## src/rtl/seg_scan_controller.sv

```systemverilog
// seg_scan_controller: time-multiplexed scan of NDIG hex digits through one shared
// 7-seg decoder, with a req/ack frame loader that commits only at frame boundaries.
`default_nettype none

module seg_scan_controller #(
  parameter int NDIG  = 4,
  parameter int DIV   = 1000,
  parameter int BLANK = 16
) (
  input  logic                clk_i,
  input  logic                rst_ni,
  input  logic [4*NDIG-1:0]   load_val_i,
  input  logic [NDIG-1:0]     load_en_i,
  input  logic                load_req_i,
  output logic                load_ack_o,
  output logic [3:0]          seg_val_o,
  output logic [NDIG-1:0]     dig_sel_o,
  output logic                frame_end_o
);

  localparam int CW = (DIV > 1) ? $clog2(DIV) : 1;
  localparam int IW = (NDIG > 1) ? $clog2(NDIG) : 1;
  localparam logic [CW-1:0] CNT_LAST = CW'(DIV - 1);
  localparam logic [IW-1:0] IDX_LAST = IW'(NDIG - 1);

  logic [CW-1:0]          cnt_q, cnt_d;
  logic [IW-1:0]          idx_q, idx_d;
  logic [NDIG-1:0][3:0]   act_val_q, act_val_d;
  logic [NDIG-1:0]        act_en_q, act_en_d;
  logic [NDIG-1:0][3:0]   sh_val_q, sh_val_d;
  logic [NDIG-1:0]        sh_en_q, sh_en_d;
  logic                   pending_q, pending_d;
  logic                   load_ack_q, load_ack_d;
  logic [3:0]             seg_val_q, seg_val_d;
  logic [NDIG-1:0]        dig_sel_q, dig_sel_d;
  logic                   frame_end_q, frame_end_d;
  logic                   blank_d;
  logic                   commit, capture;

  always_comb begin
    cnt_d = cnt_q + CW'(1);
    idx_d = idx_q;
    if (cnt_q == CNT_LAST) begin
      cnt_d = '0;
      idx_d = (idx_q == IDX_LAST) ? '0 : idx_q + IW'(1);
    end
  end

  // Outputs are computed from the next (cnt, idx) so the registered values line up
  // with the slot position they describe.
  if (BLANK == 0) begin : g_no_blank
    assign blank_d = 1'b0;
  end else begin : g_blank
    localparam logic [CW-1:0] BLANK_C = CW'(BLANK);
    assign blank_d = (cnt_d < BLANK_C);
  end

  always_comb begin
    // frame_end_q marks the last cycle of the frame, so this edge is the frame boundary
    commit  = frame_end_q & pending_q;
    capture = load_req_i & ~pending_q & ~load_ack_q;

    act_val_d  = act_val_q;
    act_en_d   = act_en_q;
    sh_val_d   = sh_val_q;
    sh_en_d    = sh_en_q;
    pending_d  = pending_q;
    load_ack_d = 1'b0;

    if (commit) begin
      act_val_d  = sh_val_q;
      act_en_d   = sh_en_q;
      pending_d  = 1'b0;
      load_ack_d = 1'b1;
    end else if (capture) begin
      sh_val_d  = load_val_i;
      sh_en_d   = load_en_i;
      pending_d = 1'b1;
    end

    frame_end_d = (cnt_d == CNT_LAST) && (idx_d == IDX_LAST);
    seg_val_d   = act_val_d[idx_d];
    dig_sel_d   = '0;
    if (!blank_d && act_en_d[idx_d]) begin
      dig_sel_d[idx_d] = 1'b1;
    end
  end

  always_ff @(posedge clk_i) begin
    if (!rst_ni) begin
      cnt_q       <= '0;
      idx_q       <= '0;
      act_val_q   <= '0;
      act_en_q    <= '0;
      sh_val_q    <= '0;
      sh_en_q     <= '0;
      pending_q   <= 1'b0;
      load_ack_q  <= 1'b0;
      seg_val_q   <= '0;
      dig_sel_q   <= '0;
      frame_end_q <= 1'b0;
    end else begin
      cnt_q       <= cnt_d;
      idx_q       <= idx_d;
      act_val_q   <= act_val_d;
      act_en_q    <= act_en_d;
      sh_val_q    <= sh_val_d;
      sh_en_q     <= sh_en_d;
      pending_q   <= pending_d;
      load_ack_q  <= load_ack_d;
      seg_val_q   <= seg_val_d;
      dig_sel_q   <= dig_sel_d;
      frame_end_q <= frame_end_d;
    end
  end

  assign load_ack_o  = load_ack_q;
  assign seg_val_o   = seg_val_q;
  assign dig_sel_o   = dig_sel_q;
  assign frame_end_o = frame_end_q;

endmodule

`default_nettype wire
```

## config.mk

```make
export PLATFORM = sky130hd
export DESIGN_NAME = seg_scan_controller
export DESIGN_NICKNAME = d
export VERILOG_FILES = /design/src/rtl/seg_scan_controller.sv
export SDC_FILE = /design/constraint.sdc
export NUM_CORES = 1
export LEC_CHECK = 0
export ABC_CLOCK_PERIOD_IN_PS = 2300
export CAP_MARGIN = 20
export CORE_MARGIN = 3
export CORE_UTILIZATION = 56
export DETAILED_ROUTE_END_ITERATION = 16
export GPL_TIMING_DRIVEN = 1
export MAX_ROUTING_LAYER = met4
export PLACE_DENSITY_LB_ADDON = 0.05
export SYNTH_ARGS = -nofsm -noshare
export SYNTH_HDL_FRONTEND = slang
export SYNTH_SLANG_ARGS = --single-unit
```

## constraint.sdc

```tcl
create_clock -name clk_i -period 2.3 [get_ports clk_i]
set_input_delay 0.23 -clock clk_i [delete_from_list [all_inputs] [get_ports clk_i]]
set_output_delay 0.23 -clock clk_i [all_outputs]
set_load 0.1 [all_outputs]
```

==> results.json <==
{
  "wl_per_cell_um": 14.5,
  "antenna_cells": 0,
  "drtIter0Drc": 153,
  "slew_headroom": 0.698,
  "htreeDepth": 3,
  "fp.dieArea_mm2": 0.00619,
  "antenna_found_initial": 0,
  "core_area_mm2": 0.00491,
  "ys.flop_type": "dfxtp_1",
  "syn_avg_cell_area_um2": 9.07,
  "synth_top_area_cell": "dfxtp_1",
  "die_w_um": 78.7,
  "first_pass_iters": 5,
  "cts_hold_buf": 0,
  "cts_root_buffer": "clkbuf_8",
  "period_share": 0.938,
  "gr-total-overflow": 0,
  "hold_class": "input pin to flip-flop",
  "crit_cells": 5,
  "whs_path_depth": 3,
  "cts_tree": "built",
  "gp_congestion": 0.871,
  "slowest_stage": "or4_4",
  "synth_nets": 352,
  "final_cell_count_no_fill": 428,
  "port_buffers": 32,
  "status": "completed",
  "layout_min_cycle_time_ns": 2.16,
  "drtAntennaViolNets": 0,
  "finish.utilization": 0.709,
  "dp.cells": 412,
  "fin_nets": 382,
  "routed_wl_mm": 6.20,
  "criticalPathCategory": "flip-flop to flip-flop",
  "post_cts_buffers": 0,
  "clkTransAtPathRegs_ns": 0.08,
  "grt_max_degree": 42,
  "grt_pass1_wl_mm": 10.6,
  "startpoint_type": "flip-flop",
  "p_leak_nw": 1.37,
  "max_stage_delay_ns": 0.60,
  "cts_resized": 0,
  "syn_inst": 326,
  "tightest_slew_ns": 0.453,
  "avgViaCountPerCell": 5.53,
  "synth_warnings": 0,
  "rows": 25,
  "cts_buffers": 9,
  "synthArstFlopShare": 0,
  "hpwl_mm": 4.34,
  "drive_above_1_share": 0.147,
  "tns_ns": 0,
  "ys_seq_elements": 63,
  "grt_pass1_vias": 2236,
  "nFillCells": 405,
  "rsz0062_at_grt": "no",
  "critPathTopFamily": "simple AND/OR/NAND/NOR gates",
  "setup_viol": 0,
  "fmax_mhz": 464,
  "critical_path_buf_inv_count": 1,
  "synth_edf_count": 0,
  "maxCapViolCount": 0,
  "worstPathCellList": "nand3_4 > or4_4 > a31o_4 > a222oi_1 > inv_1",
  "rr_worst_depth": 5,
  "cp.required_ns": 2.53,
  "clk_path_buf_depth": 2,
  "insertion_delay_ns": 0.35,
  "power_w": 0.00221,
  "grtUsageTotal": 0.231,
  "area_growth_pct": 17.8,
  "die_h_um": 78.7,
  "yosys-top-cells-count": "nand2_1 (65), dfxtp_1 (63), a21boi_0 (30)",
  "synthTopCellsByArea": "dfxtp_1 (43%), nand2_1 (8.3%), a21boi_0 (7.6%)",
  "ir_drop_uv": 430,
  "syn_area_mm2": 0.00296,
  "cp_max_fo": 11,
  "p_per_area_mw_per_mm2": 634,
  "hold_viol": 0,
  "cp-end-kind": "flip-flop",
  "drv_slew": 0,
  "yosysMostFrequentCell": "nand2_1",
  "initial_utilization": 0.602,
  "synth_top_area_share": 0.427,
  "num_vias": 2368,
  "yosysSeqAreaShare": 0.427,
  "finalClockSkew_ns": 0.0117,
  "io_pins": 33,
  "clkSinkCount": 63,
  "ys_types": 52,
  "drcViolationCount": 0,
  "worstPathArrival_ns": 2.38
}
## power by group
part / internal (W) / total (W) / leakage (nW) / switching (W)
Combinational: 0.0000720 / 0.000131 / 0.767 / 0.0000591
Sequential: 0.00112 / 0.00114 / 0.512 / 0.0000237
Clock: 0.000496 / 0.000934 / 0.0960 / 0.000438
## placed cells by master (no fill, tap or decap), types with 2 or more instances in the layout
cell type and count:
nand2_1 65, inv_1 7, clkinv_2 3, nor2b_1 17, ha_1 3, a21boi_0 30, nor3b_1 2, nand3_1 10
xnor2_1 4, clkbuf_8 9, o21ai_0 4, mux4_2 2, nand2b_1 3, a21oi_1 3, nand2_2 2, nand4_1 3
a211oi_1 2, clkdlybuf4s50_1 22, a22o_1 4, o211ai_1 2, nand3b_1 2, a222oi_1 4, nor3_1 4, nor2_1 12
buf_4 20, mux2i_1 19, and2_1 7, and3_1 6, dfxtp_1 62
## logic make-up (layout without fill, tap and decap cells)
logic type	Yosys count	after routing	synth area share
buffers and inverters	31	66	0.0520
xor gates and xnor gates	5	5	0.0148
DFF	63	63	0.427
adders and majority gates	3	3	0.0127
muxes	21	21	0.0796
AOI/OAI and AO/OA	58	58	0.154
and+or+nand+nor	145	145	0.260
## final cells by class
class	count	area, um^2	area share
multi-input combinational	232	1550	0.444
sequential	63	1260	0.363
inverter	8	30.0	0.00862
clock inverter	6	61.3	0.0176
timing repair buffer	42	370	0.106
clock buffer	10	128	0.0367
tap	67	83.8	0.0241
## stage by stage
step | cell area [um^2] | setup WS [ns] | hold slack, ns
CTS | 3480 | 0.149 | 0.430
global route | 3480 | 0.0124 | 0.439
global placement | 3290 | 0.247 | 0.453
detailed placement | 3290 | 0.174 | 0.458
floorplan | 2960 | 0.151 | 0.375
finish | 3480 | 0.143 | 0.431
## worst min-delay path: cells and delay by family
kind	cells	cell delay (ns)
buf+inv	1	0.39
simple gates	1	0.05
compound gates	1	0.06
## final timing paths
path / from / end / slack (ns)
max: cnt_q[6] / seg_val_o[3] / 0.14
max reg2reg: cnt_q[6] / seg_val_o[3] / 0.14
min reg2reg: sh_val_q[12] / sh_val_q[12] / 0.46
min: load_val_i[1] / sh_val_q[1] / 0.43
## registers in the layout, summed over array words and instances (netlist names)
register	count
dig_sel_o	4
load_ack_o	1
act_val_q	16
seg_val_o	4
pending_q	1
act_en_q	4
idx_q	2
sh_val_q	16
cnt_q	10
sh_en_q	4
frame_end_o	1
## metal layers
layer  wire length [um]  share of wire  GRT usage  vias to the layer above
met2               2660           0.43      0.325                       78
met1               3020           0.49      0.308                     1090
met3                345          0.056     0.0424                       15
met5                  0              0          -                        -
met4                172          0.028      0.136                        0
li1                   -              -          -                     1185
No activity file was read; power rests on OpenSTA's default activity.
